## src/rtl/iter_divider_4bit.sv

```systemverilog
// rtl/iter_divider_4bit.sv - multi-cycle restoring divider with valid/ready handshake (optional SIGNED_DIV_EN)
module iter_divider_4bit #(
  parameter int WIDTH = 4
) (
  input  logic             clk,
  input  logic             rst,
  input  logic             in_valid,
  output logic             in_ready,
  input  logic [WIDTH-1:0] dividend,
  input  logic [WIDTH-1:0] divisor,
  output logic             out_valid,
  input  logic             out_ready,
  output logic [WIDTH-1:0] quotient,
  output logic [WIDTH-1:0] remainder,
  output logic             div_by_zero,
  output logic             overflow
);

  localparam logic [1:0] IDLE = 2'd0;
  localparam logic [1:0] CALC = 2'd1;
  localparam logic [1:0] DONE = 2'd2;
  localparam int CW = (WIDTH > 2) ? $clog2(WIDTH) : 1;

  logic [1:0]       state;
  logic [WIDTH-1:0] dvd;      // dividend bits shift out the top, quotient bits shift in the bottom
  logic [WIDTH-1:0] dvs;
  logic [WIDTH-1:0] rem;
  logic [CW-1:0]    cnt;
  logic             dbz_q;
  logic [WIDTH:0]   shifted;
  logic [WIDTH:0]   diff;
  logic             borrow;
  logic [WIDTH-1:0] a_mag;
  logic [WIDTH-1:0] b_mag;

  assign in_ready = (state == IDLE);
  assign shifted  = {rem, dvd[WIDTH-1]};
  assign diff     = shifted - {1'b0, dvs};
  // shifted < 2*dvs, so bit WIDTH of the wrapped difference is exactly the borrow
  assign borrow   = diff[WIDTH];

`ifdef SIGNED_DIV_EN
  logic neg_q;
  logic neg_r;
  logic ovf_q;
  logic ovf_case;

  assign a_mag    = dividend[WIDTH-1] ? -dividend : dividend;
  assign b_mag    = divisor[WIDTH-1]  ? -divisor  : divisor;
  assign ovf_case = (dividend == {1'b1, {(WIDTH-1){1'b0}}}) && (divisor == {WIDTH{1'b1}});

  // sign bookkeeping captured at accept, applied when the result is registered
  always_ff @(posedge clk) begin
    if (rst) begin
      neg_q    <= 1'b0;
      neg_r    <= 1'b0;
      ovf_q    <= 1'b0;
      overflow <= 1'b0;
    end else if (state == IDLE && in_valid) begin
      neg_q    <= dividend[WIDTH-1] ^ divisor[WIDTH-1];
      neg_r    <= dividend[WIDTH-1];
      ovf_q    <= ovf_case;
      overflow <= 1'b0;
    end else if (state == DONE && !out_valid && !dbz_q) begin
      overflow <= ovf_q;
    end
  end
`else
  assign a_mag    = dividend;
  assign b_mag    = divisor;
  assign overflow = 1'b0;
`endif

  // control FSM, iteration datapath and registered result outputs
  always_ff @(posedge clk) begin
    if (rst) begin
      state       <= IDLE;
      dvd         <= '0;
      dvs         <= '0;
      rem         <= '0;
      cnt         <= '0;
      dbz_q       <= 1'b0;
      out_valid   <= 1'b0;
      quotient    <= '0;
      remainder   <= '0;
      div_by_zero <= 1'b0;
    end else begin
      case (state)
        IDLE: begin
          if (in_valid) begin
            div_by_zero <= 1'b0;
            dvs         <= b_mag;
            if (divisor == '0) begin
              // zero divisor skips the core: all-ones quotient, raw dividend as remainder
              dbz_q <= 1'b1;
              dvd   <= '1;
              rem   <= dividend;
              state <= DONE;
            end else begin
              dbz_q <= 1'b0;
              dvd   <= a_mag;
              rem   <= '0;
              cnt   <= CW'(WIDTH - 1);
              state <= CALC;
            end
          end
        end
        CALC: begin
          rem <= borrow ? shifted[WIDTH-1:0] : diff[WIDTH-1:0];
          dvd <= {dvd[WIDTH-2:0], ~borrow};
          cnt <= cnt - 1'b1;
          if (cnt == '0) begin
            state <= DONE;
          end
        end
        DONE: begin
          if (!out_valid) begin
            // first DONE edge registers the result (and sign fix-up) and raises out_valid
            out_valid <= 1'b1;
            if (dbz_q) begin
              quotient    <= dvd;
              remainder   <= rem;
              div_by_zero <= 1'b1;
            end else begin
`ifdef SIGNED_DIV_EN
              if (ovf_q) begin
                quotient  <= {1'b1, {(WIDTH-1){1'b0}}};
                remainder <= '0;
              end else begin
                quotient  <= neg_q ? -dvd : dvd;
                remainder <= neg_r ? -rem : rem;
              end
`else
              quotient  <= dvd;
              remainder <= rem;
`endif
            end
          end else if (out_ready) begin
            out_valid <= 1'b0;
            state     <= IDLE;
          end
        end
        default: begin
          state <= IDLE;
        end
      endcase
    end
  end

endmodule

```

## config.mk

```make
export PLATFORM = sky130hd
export DESIGN_NAME = iter_divider_4bit
export DESIGN_NICKNAME = d
export VERILOG_FILES = /design/src/rtl/iter_divider_4bit.sv
export SDC_FILE = /design/constraint.sdc
export NUM_CORES = 1
export LEC_CHECK = 0
export CAP_MARGIN = 20
export CORE_MARGIN = 5
export CORE_UTILIZATION = 30
export DETAILED_ROUTE_END_ITERATION = 6
export SLEW_MARGIN = 15
export SYNTH_ARGS = -nofsm -noshare
export SYNTH_HDL_FRONTEND = slang
export SYNTH_SLANG_ARGS = --single-unit
```

## constraint.sdc

```tcl
create_clock -name clk -period 2.39 [get_ports clk]
set_clock_uncertainty 0.1 [all_clocks]
set_input_delay 0.717 -clock clk [delete_from_list [all_inputs] [get_ports clk]]
set_output_delay 0.717 -clock clk [all_outputs]
set_load 0.05 [all_outputs]
```

==> results of run 1 <==
## per-stage QoR
step | hold slack (ps) | instances | power [W] | util, % | setup WS, ps
after floorplan | 336.0 | 157 | 0.0007836 | - | 361.3
final | 369.7 | 234 | 0.001135 | 39.13 | 147.9
after global routing | 394.0 | 234 | 0.001215 | 39.13 | 1.226
after global placement | 350.9 | 230 | 0.0008847 | 38.06 | 21.98
after detailed placement | 356.6 | 230 | 0.0008848 | 38.06 | 60.43
after CTS | 370.0 | 234 | 0.001147 | 39.08 | 133.2
## where the power goes
group          leakage (nW)  internal [W]  switching [W]
clock                0.0228      0.000119       0.000140
sequential            0.221      0.000485      0.0000344
combinational         0.428      0.000151       0.000206
## worst reg2reg max path: cells and delay by family, from the launching register on
| family | cells | cell delay, ps |
|---|---|---|
| simple gates | 3 | 770 |
| fa+ha+maj | 2 | 450 |
| flops | 1 | 380 |
| compound gates | 1 | 250 |
| buf+inv | 2 | 170 |
## sequential cells by signal, summed over array words and instances (netlist names)
| name | flops |
|---|---|
| quotient | 4 |
| cnt | 2 |
| out_valid | 1 |
| dvd | 4 |
| dbz_q | 1 |
| div_by_zero | 1 |
| remainder | 4 |
| dvs | 4 |
| rem | 4 |
| state | 2 |
## cell usage in the layout (no fill, tap or decap), types with 5 or more instances in the layout
cell type and count:
a21oi_1 11, a311oi_1 8, buf_4 7, clkdlybuf4s50_1 20, dfxtp_1 27, ha_1 5
inv_1 8, mux2i_1 13, nand2_1 11, nor2_1 27
## cells in the mapped netlist, types with 2 or more instances
cell type	instances
a311oi_1	8
nand3_1	3
dfxtp_1	27
a21oi_1	11
a2111oi_0	2
clkbuf_1	4
nand2b_1	2
ha_1	5
mux2i_1	13
o21bai_1	2
inv_1	8
a211o_2	2
nor2_1	27
a211oi_1	2
and3_1	2
and3_2	2
nand2_1	11
nand3b_1	2
## layout make-up
class                   instances  area, µm²
clock buffers                   4      45.04
fillers                       470       2705
inverters                       8      30.03
multi-input cells             116      805.8
flip-flops and latches         27      540.5
well taps                      52      65.06
repair buffers                 27      252.7
## worst paths after layout
| path | start | to | slack (ps) |
|---|---|---|---|
| worst max register to register | dvd[3] | rem[2] | 200 |
| worst min-delay path | dbz_q | dbz_q | 370 |
| worst max-delay path | remainder[3] | remainder[3] | 150 |
| worst min register to register | dbz_q | dbz_q | 370 |
## routing by layer
layer / up-vias / global-route usage [%] / wire [µm]
met5: - / 0 / 0
met2: 17 / 18.84 / 1552
li1: 618 / - / -
met1: 558 / 14.57 / 1608
met3: 4 / 1.945 / 95
met4: 0 / 3.147 / 36
## logic make-up (layout without fill, tap and decap cells)
group | count (synthesis) | after routing | share of synthesized area [%]
AOI/OAI and AO/OA | 36 | 36 | 20.09
DFF | 27 | 27 | 38.57
other | 1 | 1 | 0.2676
muxes | 13 | 13 | 9.285
and+or+nand+nor | 59 | 59 | 21.16
buffers and inverters | 14 | 39 | 4.107
xor gates and xnor gates | 1 | 1 | 0.6251
adders and majority gates | 6 | 6 | 5.893
==> flow_summary_export.csv, run 1 <==
group,metric,value,unit
floorplan,core_area,4444,µm²
power_and_ir_drop,p_leak,0.6717,nW
synthesis,synth_edf_count,0,
worst_setup_path,cp.required,1570,ps
worst_hold_path,holdPathStages,2,
floorplan,die_width,78.35,µm
detailed_routing,drt_iter0_drc,69,
cells_and_area,layout.nets,201,
worst_setup_path,cp-start-kind,"flip-flop",
cells_and_area,antennaDiodeCount,0,
detailed_routing,antenna_left,0,
worst_setup_path,path_buf_inv,1,
clock_network,cts_sinks,27,
floorplan,core.rowCount,24,
floorplan,die_h,78.35,µm
synthesis,ys_seq_area_share,38.57,%
sta,hold_violations,0,
synthesis,synth_ff_type,"dfxtp_1",
clock_network,cts_max_path_buffers,2,
worst_setup_path,crit_cells,1,
detailed_routing,detail_route.wirelength,3293,µm
power_and_ir_drop,ir_drop,0.3365,mV
clock_network,clk-insertion-delay-late,270,ps
synthesis,yosysWarnings,0,
floorplan,dieArea,6138,µm²
global_route,grt_pass1_wl,5589,µm
clock_network,cts_made_buffers,3,
synthesis,synth_seq_cells,27,
floorplan,pin_count,24,
synthesis,synth.distinct_cells,42,
sta,slew_headroom,59.52,%
worst_setup_path,crit_chain,"clkdlybuf4s50_1",
synthesis,syn-num-nets,175,
clock_network,cts_tree,"done",
synthesis,netlist_area,1401,µm²
job,maxCapViolCount,0,
worst_setup_path,cp.arrival,1430,ps
detailed_routing,firstDrtPassIters,4,
detailed_routing,vias,1197,
worst_setup_path,slowest_delay,800,ps
worst_setup_path,path_class,"reg -> out",
detailed_routing,post_drt_wl_per_cell,14.07,µm
sta,max_freq,446.0,MHz
global_route,globalRouteOverflowTotal,0,
clock_network,htreeDepth,1,
placement,port-buffer-count,22,
global_route,antenna_found_initial,0,
global_route,grt_max_degree,17,
synthesis,synth_top_area_cell,"dfxtp_1",
sta,period_minus_slack,2242,ps
cells_and_area,drive_above_1_share,12.09,%
worst_setup_path,rr_worst_depth,8,
detailed_routing,viasPerCell,5.115,
status,outcome,"finished clean",
clock_network,clk_pin_slew,90,ps
power_and_ir_drop,power.density,652.6,nW/µm²
synthesis,synthArstFlopShare,0,%
synthesis,syn_avg_cell_area,8.926,µm²
sta,drv_slew,0,
clock_network,cts_root_buffer,"clkbuf_8",
sta,setup_viol_count_final,0,
sta,worst_pin_slew,606.5,ps
synthesis,yosysTopAreaCellShare,38.57,%
synthesis,synthCells,157,
sta,rsz0062_at_grt,"false",
worst_hold_path,holdCritPathClass,"reg -> reg",
global_route,grt_use_total,11.14,%
worst_setup_path,critical-path-top-delay-family,"buffers and inverters",
clock_network,post_cts_buffers,0,
clock_network,cts_hold_buf,0,
placement,hpwlAfterDp,2493,µm
clock_network,cts_resized,0,
cells_and_area,synthToLayoutAreaGrowth,24.11,%
floorplan,start_util,31.53,%
detailed_routing,drcViolationCount,0,
worst_setup_path,worst_path_max_delay_cell,"clkdlybuf4s50_1",
worst_setup_path,crit_path_end_kind,"output pin",
worst_setup_path,critical_path_peak_fanout,2,
placement,gp_congestion,0.8297,
synthesis,synth.area.top_cells,"dfxtp_1, mux2i_1, nor2_1",
sta,post-route-period-util,93.81,%
sta,setup-tns-final,0,ps
global_route,grt_pass1_vias,1183,
placement,place_area,1692,µm²
cells_and_area,fin_area,1739,µm²
No activity file was read; power rests on OpenSTA's default activity.
==> run 2: changes to the inputs <==
--- a/config.mk
+++ b/config.mk
@@ -6,6 +6,7 @@
 export NUM_CORES = 1
 export LEC_CHECK = 0
 export CAP_MARGIN = 20
+export CORE_ASPECT_RATIO = 1.75
 export CORE_MARGIN = 5
 export CORE_UTILIZATION = 30
 export DETAILED_ROUTE_END_ITERATION = 6
==> flow_summary_export.csv, run 2 (synthesis gave the netlist of run 1 again) <==
group,metric,value,unit
clock_network,cts_made_buffers,3,
worst_setup_path,crit_path_end_kind,"flip-flop",
cells_and_area,ff_latch_area,540.5,µm²
worst_setup_path,cpMostUsedCell,"inv_1",
status,outcome,"finished clean",
sta,hold_violations,0,
detailed_routing,firstDrtPassIters,4,
detailed_routing,viasPerCell,5.291,
placement,hpwlAfterDp,2718,µm
cells_and_area,n_fill_cell,494,
sta,post-route-period-util,93.85,%
sta,setup_viol_count_final,0,
clock_network,cts_tree,"done",
placement,dp_slack,46.61,ps
cells_and_area,drive_above_1_share,12.97,%
clock_network,cts_sinks,27,
cells_and_area,multi_input_area,803.3,µm²
detailed_routing,drcViolationCount,0,
worst_setup_path,worst_path_max_delay_cell,"or4_1",
sta,period_minus_slack,2243,ps
sta,setup-tns-final,0,ps
sta,worst_slack,147.1,ps
cells_and_area,antennaDiodeCount,0,
cells_and_area,final_cell_mix,"nor2_1, dfxtp_1, clkdlybuf4s50_1",
worst_setup_path,critical_path_peak_fanout,9,
job,maxCapViolCount,0,
power_and_ir_drop,power,0.001134,W
worst_hold_path,holdCritPathClass,"reg -> reg",
clock_network,cts_resized,0,
floorplan,start_util,30.30,%
global_route,grt_pass1_wl,5637,µm
clock_network,cts_hold_buf,0,
detailed_routing,vias,1254,
floorplan,die_h,100.4,µm
worst_setup_path,cp-start-kind,"flip-flop",
detailed_routing,post_drt_wl_per_cell,14.36,µm
clock_network,clk-insertion-delay-late,260,ps
cells_and_area,layout.nets,204,
worst_setup_path,cp.required,2470,ps
clock_network,post_cts_buffers,0,
power_and_ir_drop,p_leak,0.6868,nW
placement,gp_congestion,0.8442,
sta,worst_pin_slew,617.9,ps
floorplan,dieArea,6192,µm²
global_route,grt_max_degree,15,
power_and_ir_drop,power.density,644.4,nW/µm²
clock_network,cts_max_path_buffers,2,
floorplan,die_width,61.67,µm
global_route,antenna_found_initial,0,
worst_setup_path,slowest_delay,480,ps
detailed_routing,drt_iter0_drc,35,
global_route,grt_use_total,11.86,%
power_and_ir_drop,ir_drop,0.3426,mV
clock_network,cts_root_buffer,"clkbuf_8",
clock_network,clk_pin_slew,90,ps
worst_setup_path,crit_chain,"inv_1 > ha_1 > inv_1 > fa_1 > nand3_4 > and2_4 > or4_1 > a311oi_1",
cells_and_area,synthToLayoutAreaGrowth,25.54,%
floorplan,pin_count,24,
floorplan,core.rowCount,33,
detailed_routing,antenna_left,0,
clock_network,htreeDepth,1,
placement,port-buffer-count,22,
sta,rsz0062_at_grt,"false",
global_route,grt_pass1_vias,1261,
worst_setup_path,path_class,"reg -> reg",
detailed_routing,detail_route.wirelength,3403,µm
sta,slew_headroom,58.76,%
sta,max_freq,445.8,MHz
worst_setup_path,cp.arrival,2320,ps
sta,drv_slew,0,
floorplan,core_area,4624,µm²
global_route,globalRouteOverflowTotal,0,
## run 2: cell count changes in the layout (fill, tap and decap cells not counted), sizes merged
cell and delta:
buf +3
## run 2: layout make-up
class                           count  area share [%]
Timing Repair Buffer               30           15.65
Tap cell                           52           3.698
Clock buffer                        4           2.560
Multi-Input combinational cell    116           45.66
Sequential cell                    27           30.73
Inverter                            8           1.707
## run 2: worst paths after layout
path | end | slack (ps) | cells past startpoint | start
max reg2reg | rem[2] | 150 | 8 | dvd[3]
min | dbz_q | 360 | 2 | dbz_q
min reg2reg | dbz_q | 360 | 2 | dbz_q
max | rem[2] | 150 | 8 | dvd[3]
## run 2: critical path, delay by kind of cell (launching register included)
family / cells / cell delay, ps
AND/OR/NAND/NOR: 3 / 800
AO/OA/AOI/OAI: 1 / 250
flip-flops: 1 / 400
buffers and inverters: 2 / 160
adder cells (fa/ha/maj): 2 / 450
## run 2: stage by stage
| stage | hold slack, ps | utilization, % | cell area (µm²) | instances |
|---|---|---|---|---|
| after floorplan | 336.0 | - | 1401 | 157 |
| after detailed placement | 348.0 | 37.07 | 1714 | 233 |
| final | 360.2 | 38.04 | 1759 | 237 |
| after global placement | 345.7 | 37.07 | 1714 | 233 |
| after global routing | 375.9 | 38.04 | 1759 | 237 |
| after CTS | 361.0 | 38.04 | 1759 | 237 |
## run 2: power breakdown
part | switching, W | internal, W | total [W]
clock | 0.000129 | 0.000119 | 0.000248
combinational | 0.000211 | 0.000155 | 0.000366
sequential | 0.0000347 | 0.000485 | 0.000520
## run 2: layer usage
layer / up-vias / wire length (µm) / global-route usage [%]
met5: - / 0 / 0
met4: 0 / 133 / 6.373
met3: 13 / 91 / 0.7722
met2: 34 / 1853 / 21.15
met1: 588 / 1323 / 13.21
li1: 619 / - / -
==> run 3: changes to the inputs <==
==> constraint.sdc (replaced) <==
create_clock -name clk -period 2.39 [get_ports clk]
set_clock_uncertainty 0.1 [all_clocks]
set_input_delay 0.239 -clock clk [delete_from_list [all_inputs] [get_ports clk]]
set_output_delay 0.239 -clock clk [all_outputs]
set_load 0.05 [all_outputs]
==> flow_summary_export.csv, run 3 (synthesis gave the netlist of run 1 again) <==
group,metric,value,unit
status,outcome,"finished clean",
worst_setup_path,cp-start-kind,"flip-flop",
cells_and_area,fin_area,1734,µm²
clock_network,cts_made_buffers,3,
global_route,grt_use_total,11.85,%
worst_setup_path,critical_path_peak_fanout,9,
clock_network,cts_resized,0,
placement,hpwlAfterDp,2574,µm
placement,port-buffer-count,22,
sta,rsz0062_at_grt,"false",
cells_and_area,final_cell_mix,"nor2_1, dfxtp_1, clkdlybuf4s50_1",
power_and_ir_drop,power.share.clock,23.0,%
placement,gp_congestion,0.8398,
detailed_routing,post_drt_wl_per_cell,14.43,µm
sta,setup_viol_count_final,0,
cells_and_area,antennaDiodeCount,0,
clock_network,cts_max_path_buffers,2,
worst_setup_path,crit_chain,"inv_1 > ha_1 > inv_1 > fa_1 > nand3_4 > and2_4 > or4_1 > a311oi_1",
clock_network,cts_root_buffer,"clkbuf_8",
sta,drv_slew,0,
sta,max_freq,456.6,MHz
sta,hold_ws,357.6,ps
detailed_routing,drt_iter0_drc,14,
placement,place_area,1689,µm²
power_and_ir_drop,power_frac_seq,45.9,%
placement,dp_slack,219.9,ps
floorplan,dieArea,6192,µm²
global_route,grt_pass1_vias,1252,
clock_network,clk_pin_slew,90,ps
sta,worst_slack,199.8,ps
floorplan,pin_count,24,
worst_hold_path,holdCritPathClass,"reg -> reg",
detailed_routing,viasPerCell,5.275,
worst_setup_path,critical-path-top-delay-family,"simple AND/OR/NAND/NOR gates",
floorplan,die_width,61.67,µm
power_and_ir_drop,ir_drop,0.3866,mV
clock_network,post_cts_buffers,0,
sta,post-route-period-util,91.64,%
floorplan,start_util,30.30,%
global_route,grt_pass1_wl,5699,µm
worst_setup_path,worst_path_max_delay_cell,"or4_1",
worst_setup_path,cp.arrival,2280,ps
sta,worst_pin_slew,652.0,ps
cells_and_area,ff_latch_area,540.5,µm²
sta,setup-tns-final,0,ps
sta,hold_violations,0,
power_and_ir_drop,combPwrFrac,31.2,%
worst_setup_path,slowest_delay,480,ps
global_route,globalRouteOverflowTotal,0,
clock_network,cts_tree,"done",
sta,slew_headroom,56.49,%
worst_setup_path,path_buf_inv,2,
worst_setup_path,crit_path_end_kind,"flip-flop",
global_route,antenna_found_initial,0,
power_and_ir_drop,power.density,654.4,nW/µm²
clock_network,clk-insertion-delay-late,270,ps
cells_and_area,multi_input_area,803.3,µm²
power_and_ir_drop,p_sw,0.0003829,W
detailed_routing,firstDrtPassIters,4,
sta,period_minus_slack,2190,ps
floorplan,die_h,100.4,µm
clock_network,cts_hold_buf,0,
cells_and_area,n_fill_cell,512,
worst_setup_path,cpMostUsedCell,"inv_1",
cells_and_area,synthToLayoutAreaGrowth,23.75,%
worst_setup_path,cp.required,2480,ps
detailed_routing,vias,1229,
detailed_routing,antenna_left,0,
floorplan,core.rowCount,33,
clock_network,cts_sinks,27,
power_and_ir_drop,switching_share,33.74,%
floorplan,core_area,4624,µm²
detailed_routing,drcViolationCount,0,
detailed_routing,detail_route.wirelength,3362,µm
job,maxCapViolCount,0,
cells_and_area,drive_above_1_share,9.945,%
power_and_ir_drop,p_int,0.0007519,W
clock_network,htreeDepth,1,
power_and_ir_drop,p_leak,0.6652,nW
global_route,grt_max_degree,17,
cells_and_area,layout.nets,200,
worst_setup_path,path_class,"reg -> reg",
[run 3: cell count changes in the layout (fill, tap and decap cells not counted)]
cell and delta:
buf_4 -6, clkdlybuf4s50_1 +2
[run 3: path summary, 6_finish.rpt]
check / depth (start not counted) / end / slack, ps / startpoint
min: 2 / dbz_q / 360 / dbz_q
min reg2reg: 2 / dbz_q / 360 / dbz_q
max reg2reg: 8 / rem[2] / 200 / dvd[3]
max: 8 / rem[2] / 200 / dvd[3]
[run 3: worst min-delay path, delay by kind of cell (launching register included)]
kind	cells	cell delay (ps)
compound gates	1	50
flops	1	320
simple gates	1	50
[run 3: cell type report]
cell class | count | share of cell area, %
multi-input cells | 116 | 46.32
flip-flops and latches | 27 | 31.17
repair buffers | 26 | 14.43
well taps | 52 | 3.752
clock buffers | 4 | 2.597
inverters | 8 | 1.732
[run 3: metrics by stage]
stage	utilization (%)	std cells	total power, W
after floorplan	-	157	0.0007836
after global placement	36.53	229	0.0008836
after detailed placement	36.53	229	0.0008850
after CTS	37.50	233	0.001145
after global routing	37.50	233	0.001205
final	37.50	233	0.001135
[run 3: per-layer routing]
metal,track usage [%],routed length [µm]
met1,14.29,1428
met2,20.58,1787
met4,5.229,87
met3,0.7722,58
met5,0,0
[run 3: power by group through the flow]
| stage | combinational (W) | sequential (W) | clock [W] |
|---|---|---|---|
| after global placement | 0.000352 | 0.000531 | 0 |
| after detailed placement | 0.000354 | 0.000531 | 0 |
| after floorplan | 0.000251 | 0.000532 | 0 |
| after global routing | 0.000393 | 0.000527 | 0.000285 |
| final | 0.000354 | 0.000520 | 0.000261 |
| after CTS | 0.000355 | 0.000520 | 0.000269 |
